==> src/rtl/cla_pipe_addsub.sv <==
// cla_pipe_addsub
//   Pipelined carry-lookahead adder/subtractor with valid/ready flow control
//   and C/V/Z/N flag generation for the datapath ALU.
//
//   The operand word is cut into GROUP-bit lookahead slices. Each pipeline
//   stage evaluates GROUPS_PER_STAGE slices and rippling carries between
//   them. The carry out of a stage is registered and feeds the next stage.
//   An entry register holds the conditioned operands, so a beat accepted at
//   edge N is presented at the output after edge N+DEPTH.
//
//   Ports
//     CLK        clock, all state on the rising edge
//     reset      synchronous, active-high
//     in_valid   operand beat valid
//     in_ready   beat accepted this cycle when in_valid is also high
//     a, b       operands (WIDTH bits)
//     sub        1: A - B, 0: A + B
//     cin        carry-in, only used when use_cin = 1
//     use_cin    1: chain cin (ADC/SBC), 0: default carry (0 add, 1 sub)
//     out_valid  result valid, held until out_ready
//     out_ready  consumer takes the result
//     sum        result modulo 2^WIDTH
//     cout       carry out of the MSB (subtract: 1 = no borrow)
//     ovf        signed overflow
//     zero       result is zero (only asserted with out_valid)
//     neg        result MSB
module cla_pipe_addsub #(
    parameter int WIDTH            = 16,
    parameter int GROUP            = 4,
    parameter int GROUPS_PER_STAGE = 1
) (
    input  logic             CLK,
    input  logic             reset,
    input  logic             in_valid,
    output logic             in_ready,
    input  logic [WIDTH-1:0] a,
    input  logic [WIDTH-1:0] b,
    input  logic             sub,
    input  logic             cin,
    input  logic             use_cin,
    output logic             out_valid,
    input  logic             out_ready,
    output logic [WIDTH-1:0] sum,
    output logic             cout,
    output logic             ovf,
    output logic             zero,
    output logic             neg
);

    localparam int SW    = GROUP * GROUPS_PER_STAGE;
    localparam int DEPTH = (SW > 0) ? (WIDTH / SW) : 1;

    if (GROUP < 1 || GROUPS_PER_STAGE < 1 || WIDTH < SW || (WIDTH % SW) != 0) begin : g_param_check
        $error("cla_pipe_addsub: WIDTH must be a non-zero multiple of GROUP*GROUPS_PER_STAGE");
    end

    // One GROUP-bit lookahead slice. Each carry is a flat OR of the generate
    // terms below it, each masked by the propagates in between, plus the
    // slice carry-in masked by all lower propagates; no carry waits on
    // another carry inside the slice. Returns {carry_out, sum}.
    function automatic logic [GROUP:0] cla_group(
        input logic [GROUP-1:0] x,
        input logic [GROUP-1:0] y,
        input logic             c0
    );
        logic [GROUP-1:0] g;
        logic [GROUP-1:0] p;
        logic [GROUP:0]   c;
        logic             term;
        g    = x & y;
        p    = x ^ y;
        c    = '0;
        c[0] = c0;
        for (int i = 0; i < GROUP; i++) begin
            term = c0;
            for (int m = 0; m <= i; m++) begin
                term = term & p[m];
            end
            c[i+1] = term;
            for (int j = 0; j <= i; j++) begin
                term = g[j];
                for (int m = j + 1; m <= i; m++) begin
                    term = term & p[m];
                end
                c[i+1] = c[i+1] | term;
            end
        end
        return {c[GROUP], p ^ c[GROUP-1:0]};
    endfunction

    // Single global advance enable: the whole pipe moves or the whole pipe
    // holds. Bubbles are kept, which keeps the control trivial.
    logic en;
    assign en       = !out_valid || out_ready;
    assign in_ready = en;

    // ---- entry register: conditioned operands (B inverted for subtract) ----
    logic [WIDTH-1:0] a_p0;
    logic [WIDTH-1:0] b_p0;
    logic             c_p0;
    logic             vld_p0;

    always_ff @(posedge CLK) begin
        if (reset) begin
            vld_p0 <= 1'b0;
            a_p0   <= '0;
            b_p0   <= '0;
            c_p0   <= 1'b0;
        end else if (en) begin
            vld_p0 <= in_valid;
            a_p0   <= a;
            b_p0   <= sub ? ~b : b;
            c_p0   <= use_cin ? cin : sub;
        end
    end

    // Stage k consumes the low SW bits of its operand inputs, appends its
    // slice to the finished lower sum, and forwards only the operand bits
    // that later stages still need.
    for (genvar k = 0; k < DEPTH; k++) begin : g_stage
        localparam int OW = (DEPTH - k) * SW;

        logic [OW-1:0]       op_a;
        logic [OW-1:0]       op_b;
        logic                c_in;
        logic                v_in;
        logic [SW-1:0]       s_slice;
        logic                c_out;
        logic [GROUP:0]      r_grp;
        logic                c_rip;
        logic [(k+1)*SW-1:0] sum_nxt;
        logic [(k+1)*SW-1:0] sum_p;
        logic                cy_p;
        logic                vld_p;

        if (k == 0) begin : g_src
            assign op_a = a_p0;
            assign op_b = b_p0;
            assign c_in = c_p0;
            assign v_in = vld_p0;
        end else begin : g_src
            assign op_a = g_stage[k-1].g_fwd.a_p;
            assign op_b = g_stage[k-1].g_fwd.b_p;
            assign c_in = g_stage[k-1].cy_p;
            assign v_in = g_stage[k-1].vld_p;
        end

        // Lookahead inside each slice, ripple between the slices of a stage.
        always_comb begin
            s_slice = '0;
            r_grp   = '0;
            c_rip   = c_in;
            for (int gi = 0; gi < GROUPS_PER_STAGE; gi++) begin
                r_grp = cla_group(op_a[gi*GROUP +: GROUP], op_b[gi*GROUP +: GROUP], c_rip);
                s_slice[gi*GROUP +: GROUP] = r_grp[GROUP-1:0];
                c_rip = r_grp[GROUP];
            end
            c_out = c_rip;
        end

        if (k == 0) begin : g_acc
            assign sum_nxt = s_slice;
        end else begin : g_acc
            assign sum_nxt = {s_slice, g_stage[k-1].sum_p};
        end

        // ---- stage k register boundary ----
        always_ff @(posedge CLK) begin
            if (reset) begin
                vld_p <= 1'b0;
                cy_p  <= 1'b0;
                sum_p <= '0;
            end else if (en) begin
                vld_p <= v_in;
                cy_p  <= c_out;
                sum_p <= sum_nxt;
            end
        end

        if (k < DEPTH - 1) begin : g_fwd
            logic [OW-SW-1:0] a_p;
            logic [OW-SW-1:0] b_p;

            always_ff @(posedge CLK) begin
                if (reset) begin
                    a_p <= '0;
                    b_p <= '0;
                end else if (en) begin
                    a_p <= op_a[OW-1:SW];
                    b_p <= op_b[OW-1:SW];
                end
            end
        end else begin : g_last
            // The carry into the MSB is recovered from the MSB sum bit
            // (s = a ^ b' ^ c_msb), so overflow is c_msb ^ carry_out.
            logic ovf_p;

            always_ff @(posedge CLK) begin
                if (reset) begin
                    ovf_p <= 1'b0;
                end else if (en) begin
                    ovf_p <= c_out ^ op_a[OW-1] ^ op_b[OW-1] ^ s_slice[SW-1];
                end
            end
        end
    end

    assign out_valid = g_stage[DEPTH-1].vld_p;
    assign sum       = g_stage[DEPTH-1].sum_p;
    assign cout      = g_stage[DEPTH-1].cy_p;
    assign ovf       = g_stage[DEPTH-1].g_last.ovf_p;
    assign neg       = sum[WIDTH-1];
    // Gated with out_valid so the idle/reset output reads zero = 0 even
    // though the cleared sum register is all zeros.
    assign zero      = out_valid && (sum == '0);

endmodule

==> config.mk <==
export PLATFORM = sky130hd
export DESIGN_NAME = cla_pipe_addsub
export DESIGN_NICKNAME = d
export VERILOG_FILES = /design/src/rtl/cla_pipe_addsub.sv
export SDC_FILE = /design/constraint.sdc
export NUM_CORES = 1
export LEC_CHECK = 0
export ABC_AREA = 1
export CAP_MARGIN = 20
export CELL_PAD_IN_SITES_DETAIL_PLACEMENT = 0
export CELL_PAD_IN_SITES_GLOBAL_PLACEMENT = 1
export CORE_MARGIN = 2
export CORE_UTILIZATION = 40
export CTS_CLUSTER_SIZE = 28
export DETAILED_ROUTE_END_ITERATION = 10
export PLACE_DENSITY = 0.77
export SLEW_MARGIN = 5
export SYNTH_ARGS = -nofsm -noshare
export SYNTH_HDL_FRONTEND = slang
export SYNTH_SLANG_ARGS = --single-unit
==> constraint.sdc <==
create_clock -name CLK -period 4.1 [get_ports CLK]
set_input_delay 0.82 -clock CLK [delete_from_list [all_inputs] [get_ports CLK]]
set_output_delay 0.82 -clock CLK [all_outputs]
set_load 0.03 [all_outputs]
==> impl_metrics.yaml, run 1 <==
sta:
  rsz0062_at_grt: "no"
  layout_min_cycle_time_ns: 3.04
  period_share: 0.742
  clock_skew_ns: 0.00551
  maxSlewViolCount: 0
  fin_setup_tns_ns: 0
  hold_viol_final: 0
  fmax_mhz: 329
  tightest_slew_ns: 0.958
  slew_headroom: 0.362
  finalSetupViolCount: 0
placement:
  placed_cells: 847
  portBuffers: 60
  gp_congestion: 0.766
  dpl_cell_area_um2: 5980
  dpl.hpwl_um: 6650
global_routing:
  grt_pass1_wl_um: 18000
  grt_use_total: 0.158
  antenna_found_initial: 0
  grt_start_max_net_pins: 112
  overflow: 0
  grt_pass1_vias: 4004
power:
  internal-power_w: 0.00251
  swShare: 0.218
  pwr-share-seq: 0.436
  ir_drop_mv: 0.258
  power_density_nw_per_um2: 486
  p_sw_w: 0.000700
  clockPowerShare: 0.487
  combPwrFrac: 0.078
  total_power_w: 0.00321
  leakage_nw: 3.09
routing:
  drcViolationCount: 0
  viasPerCell: 4.77
  drt_iter0_markers: 265
  wl_per_cell_um: 12.0
  num_vias: 4190
  ant_nets: 0
  drt-total-wl_um: 10500
  first_pass_iters: 4
clock_tree:
  cts_setup_buffers: 0
  clock_latency_ns: 0.41
  postCtsResizedCells: 0
  cts_buffers: 17
  holdBufCountCts: 0
  h-tree-depth: 4
  cts_tree: "yes"
  clk_path_buf_depth: 2
  cts_num_sinks: 131
  root_buffer: "clkbuf_16"
  clk_pin_slew_ns: 0.06
worst_setup_path:
  crit_arrival_ns: 2.22
  cp_num_buf_inv: 1
  critPathKind: "reg -> out"
  cp_max_fo: 3
  max_stage_delay_ns: 0.71
  crit_required_ns: 3.28
  cp_top_family: "simple AND/OR/NAND/NOR gates"
  r2r_slack_ns: 1.79
  cp-start-kind: "register"
  cp_cell_sequence: "or4_1 -> nor4_1 -> clkdlybuf4s50_1"
  crit_path_end_kind: "primary output"
  critPathSlowestCell: "clkdlybuf4s50_1"
flow_run:
  cap_violations: 0
layout:
  fillers: 1292
  diodes: 0
  final_cells: 879
  final_cell_area_um2: 6600
  final_common_cell: "nor2_1"
  nets: 753
  drive_above_1_share: 0.0669
  final_cell_mix: "181 x nor2_1, 131 x dfxtp_1, 123 x o21ai_0"
  areaGrowthSynthToFinish_pct: 23.9
floorplan:
  pin_count: 61
  die_h_um: 119
  start_util: 0.406
  die_area_um2: 14300
  dieWidth_um: 119
  rows: 42
  core_um2: 13100
yosys:
  synth_nets: 714
  ys_seq_area_frac: 0.492
  yosysWarnings: 0
  yosys.cell_types.count: 30
  synth_area_um2: 5330
  synth-seq-cells: 131
  syn_avg_cell_area_um2: 8.18
  syn_inst: 651
min_path:
  hold_path.class: "reg -> reg"
status:
  status: "completed"
==> cells by family (layout without fill, tap and decap cells) <==
logic type,count (synthesis),count (layout),synth area share
simple gates,219,219,0.167
compound gates,172,172,0.168
mux,1,1,0.00188
flops,131,131,0.492
buf+inv,76,128,0.0636
fa+ha+maj,24,24,0.0620
xor+xnor,28,28,0.0460
==> worst reg2reg max path, delay by kind of cell, from the launching register on <==
family,cells,cell delay (ns)
buffers and inverters,5,1.44
AO/OA/AOI/OAI,2,0.45
flip-flops,1,0.31
AND/OR/NAND/NOR,1,0.04
==> path summary, 6_finish.rpt <==
kind,startpoint,endpoint,cells after the start
max,sum[6],zero,3
max reg2reg,out_valid,g_stage[0].sum_p[3],8
min,g_stage[2].vld_p,out_valid,2
min reg2reg,g_stage[2].vld_p,out_valid,2
==> metrics by stage <==
stage                util  setup slack, ns  hold slack [ns]
floorplan               -             1.43            0.429
global placement    0.455            0.959            0.459
detailed placement  0.455            0.847            0.467
CTS                 0.502             1.03            0.479
global route        0.502            0.978            0.497
finish              0.502             1.06            0.472
==> synth_stat cells <==
library cell | count | area [um^2]
o211ai_1 | 2 | 15.0
nand4_2 | 1 | 12.5
o21ai_0 | 123 | 616
nor2_4 | 1 | 11.3
inv_1 | 27 | 101
a221oi_1 | 2 | 17.5
clkbuf_1 | 13 | 48.8
buf_2 | 25 | 125
nand2_1 | 19 | 71.3
fa_1 | 4 | 80.1
inv_2 | 4 | 15.0
mux2i_1 | 1 | 10.0
nor4_1 | 3 | 18.8
xor2_1 | 9 | 78.8
buf_1 | 1 | 3.75
buf_4 | 5 | 37.5
o21ai_1 | 6 | 30.0
nand2_2 | 1 | 6.26
clkbuf_4 | 1 | 7.51
nor2_1 | 181 | 679
a21o_1 | 1 | 7.51
or4_1 | 1 | 7.51
nand3_2 | 4 | 40.0
nor3_1 | 1 | 5.00
ha_1 | 20 | 250
a21oi_1 | 31 | 155
nand3_1 | 7 | 35.0
o21bai_1 | 7 | 52.6
xnor2_1 | 19 | 166
dfxtp_1 | 131 | 2620
==> layer usage <==
| metal | up-vias | wire [um] | global-route usage | part of all wire |
|---|---|---|---|---|
| met2 | 77 | 4940 | 0.262 | 0.47 |
| li1 | 2206 | - | - | - |
| met1 | 1891 | 5000 | 0.194 | 0.48 |
| met4 | 0 | 179 | 0.0684 | 0.017 |
| met3 | 16 | 407 | 0.0402 | 0.039 |
| met5 | - | 0 | 0 | 0 |
==> cell type report <==
type                       count  area, um^2  share of cell area
sequential                   131        2620               0.397
multi-input combinational    444        2370               0.358
timing repair buffer          65         651              0.0986
clock buffer                  23         498              0.0754
tap                          176         220              0.0334
clock inverter                 9         125              0.0190
inverter                      31         119              0.0180
==> sequential cells by signal (all words and copies together), names as in the netlist, 3 cells and up <==
name,count
a_p0,16
g_stage.g_fwd.b_p,24
g_stage.cy_p,3
b_p0,16
g_stage.g_fwd.a_p,24
sum,16
g_stage.sum_p,24
g_stage.vld_p,3
==> power by group through the flow <==
stage                     clock network, W  registers (W)  logic, W
after floorplan                          0        0.00143  0.000150
after global placement                   0        0.00142  0.000247
final                              0.00156        0.00140  0.000249
after CTS                          0.00160        0.00140  0.000255
after global routing               0.00166        0.00141  0.000284
after detailed placement                 0        0.00142  0.000252
Power figures use the tool's default switching activity.
==> run 2, diff against run 1 <==
--- a/config.mk
+++ b/config.mk
@@ -10,10 +10,10 @@
 export CELL_PAD_IN_SITES_DETAIL_PLACEMENT = 0
 export CELL_PAD_IN_SITES_GLOBAL_PLACEMENT = 1
 export CORE_MARGIN = 2
-export CORE_UTILIZATION = 40
+export CORE_UTILIZATION = 37
 export CTS_CLUSTER_SIZE = 28
 export DETAILED_ROUTE_END_ITERATION = 10
-export PLACE_DENSITY = 0.77
+export PLACE_DENSITY = 0.75
 export SLEW_MARGIN = 5
 export SYNTH_ARGS = -nofsm -noshare
 export SYNTH_HDL_FRONTEND = slang
==> constraint.sdc (replaced) <==
create_clock -name CLK -period 2.5 [get_ports CLK]
set_input_delay 0.5 -clock CLK [delete_from_list [all_inputs] [get_ports CLK]]
set_output_delay 0.5 -clock CLK [all_outputs]
set_load 0.03 [all_outputs]
==> impl_metrics.yaml, run 2 (synthesized netlist as in run 1, its figures left out) <==
status:
  status: "completed"
floorplan:
  start_util: 0.381
  pin_count: 61
  die_h_um: 124
  core_um2: 14000
  die_area_um2: 15400
  dieWidth_um: 124
  rows: 43
placement:
  gp_congestion: 0.792
  portBuffers: 60
  dpl.hpwl_um: 7020
  dpl_cell_area_um2: 6060
  pre_cts_ws_ns: 0.243
worst_setup_path:
  cp_max_fo: 3
  crit_path_end_kind: "primary output"
  critPathSlowestCell: "or4_1"
  cp_num_buf_inv: 1
  max_stage_delay_ns: 0.55
  crit_required_ns: 2.00
  cp-start-kind: "register"
  crit_arrival_ns: 1.86
  cp_top_family: "simple AND/OR/NAND/NOR gates"
  cp_cell_sequence: "or4_1 -> nor4_1 -> dlygate4sd2_1"
  critPathKind: "reg -> out"
sta:
  clock_skew_ns: 0.00565
  fmax_mhz: 424
  slew_headroom: 0.756
  maxSlewViolCount: 0
  tightest_slew_ns: 0.366
  hold_viol_final: 0
  finalSetupViolCount: 0
  rsz0062_at_grt: "no"
  fin_setup_tns_ns: 0
  period_share: 0.944
  final.setup.worst_slack_ns: 0.140
  layout_min_cycle_time_ns: 2.36
layout:
  nets: 757
  reg_top3: "g_stage.g_fwd.a_p: 24 flops, g_stage.g_fwd.b_p: 24 flops, g_stage.sum_p: 24 flops"
  multiInputGateArea_um2: 2370
  fillers: 1421
  final_cell_mix: "181 x nor2_1, 131 x dfxtp_1, 123 x o21ai_0"
  drive_above_1_share: 0.0736
  post-route-util: 0.474
  final_common_cell: "nor2_1"
  final_cell_area_um2: 6630
  areaGrowthSynthToFinish_pct: 24.4
  regArea_um2: 2620
  diodes: 0
routing:
  drcViolationCount: 0
  first_pass_iters: 4
  drt_iter0_markers: 219
  viasPerCell: 4.78
  drt-total-wl_um: 10700
  wl_per_cell_um: 12.1
  ant_nets: 0
  num_vias: 4236
clock_tree:
  clock_latency_ns: 0.41
  clk_path_buf_depth: 2
  root_buffer: "clkbuf_16"
  holdBufCountCts: 0
  h-tree-depth: 4
  cts_tree: "yes"
  clk_pin_slew_ns: 0.05
  cts_num_sinks: 131
  cts_buffers: 17
global_routing:
  antenna_found_initial: 0
  grt_pass1_wl_um: 17900
  grt_use_total: 0.151
  grt_start_max_net_pins: 92
  overflow: 0
  grt_pass1_vias: 4022
power:
  leakage_nw: 3.12
  total_power_w: 0.00503
  power_density_nw_per_um2: 759
  ir_drop_mv: 0.447
min_path:
  hold_path.class: "reg -> reg"
flow_run:
  cap_violations: 0
==> run 2: final cells by class <==
cell class              instances  share of cell area
repair buffers                 69               0.110
multi-input cells             444               0.357
flip-flops and latches        131               0.396
clock buffers                  22              0.0731
well taps                     180              0.0340
clock inverters                10              0.0123
inverters                      31              0.0179
==> run 2: repair_timing <==
action,CTS,global route
resized for setup,1,0
endpoints found under the setup margin,1,0
buffers inserted,0,0
==> run 2: metrics by stage <==
stage	hold WS [ns]	instances
global placement	0.453	855
floorplan	0.429	651
finish	0.456	887
global route	0.483	887
CTS	0.460	887
detailed placement	0.451	855
==> run 2: tightest hold or removal path: stages (launching register included) <==
cell     delay, ns
dfxtp_1       0.30
inv_1         0.06
a21oi_1       0.05
==> run 2: path summary, 6_finish.rpt <==
path / startpoint / end / slack (ns) / depth (start not counted)
worst min-delay path: g_stage[2].vld_p / g_stage[2].vld_p / 0.46 / 2
worst min register to register: g_stage[2].vld_p / g_stage[2].vld_p / 0.46 / 2
worst max register to register: a_p0[0] / g_stage[0].sum_p[3] / 0.84 / 8
worst max-delay path: sum[6] / zero / 0.14 / 3
==> run 2: report_power, final <==
group / internal (W) / total [W] / switching, W
registers: 0.00222 / 0.00229 / 0.0000691
logic: 0.000201 / 0.000414 / 0.000213
clock network: 0.00146 / 0.00232 / 0.000865
total: 0.00388 / 0.00503 / 0.00115
==> run 2: per-layer routing <==
metal / global-route usage / wire length (um) / share of wire / vias to the layer above
li1: - / - / - / 2213
met5: 0 / 0 / 0 / -
met4: 0.0695 / 153 / 0.014 / 0
met2: 0.254 / 5130 / 0.48 / 78
met1: 0.182 / 5030 / 0.47 / 1934
met3: 0.0385 / 422 / 0.039 / 11
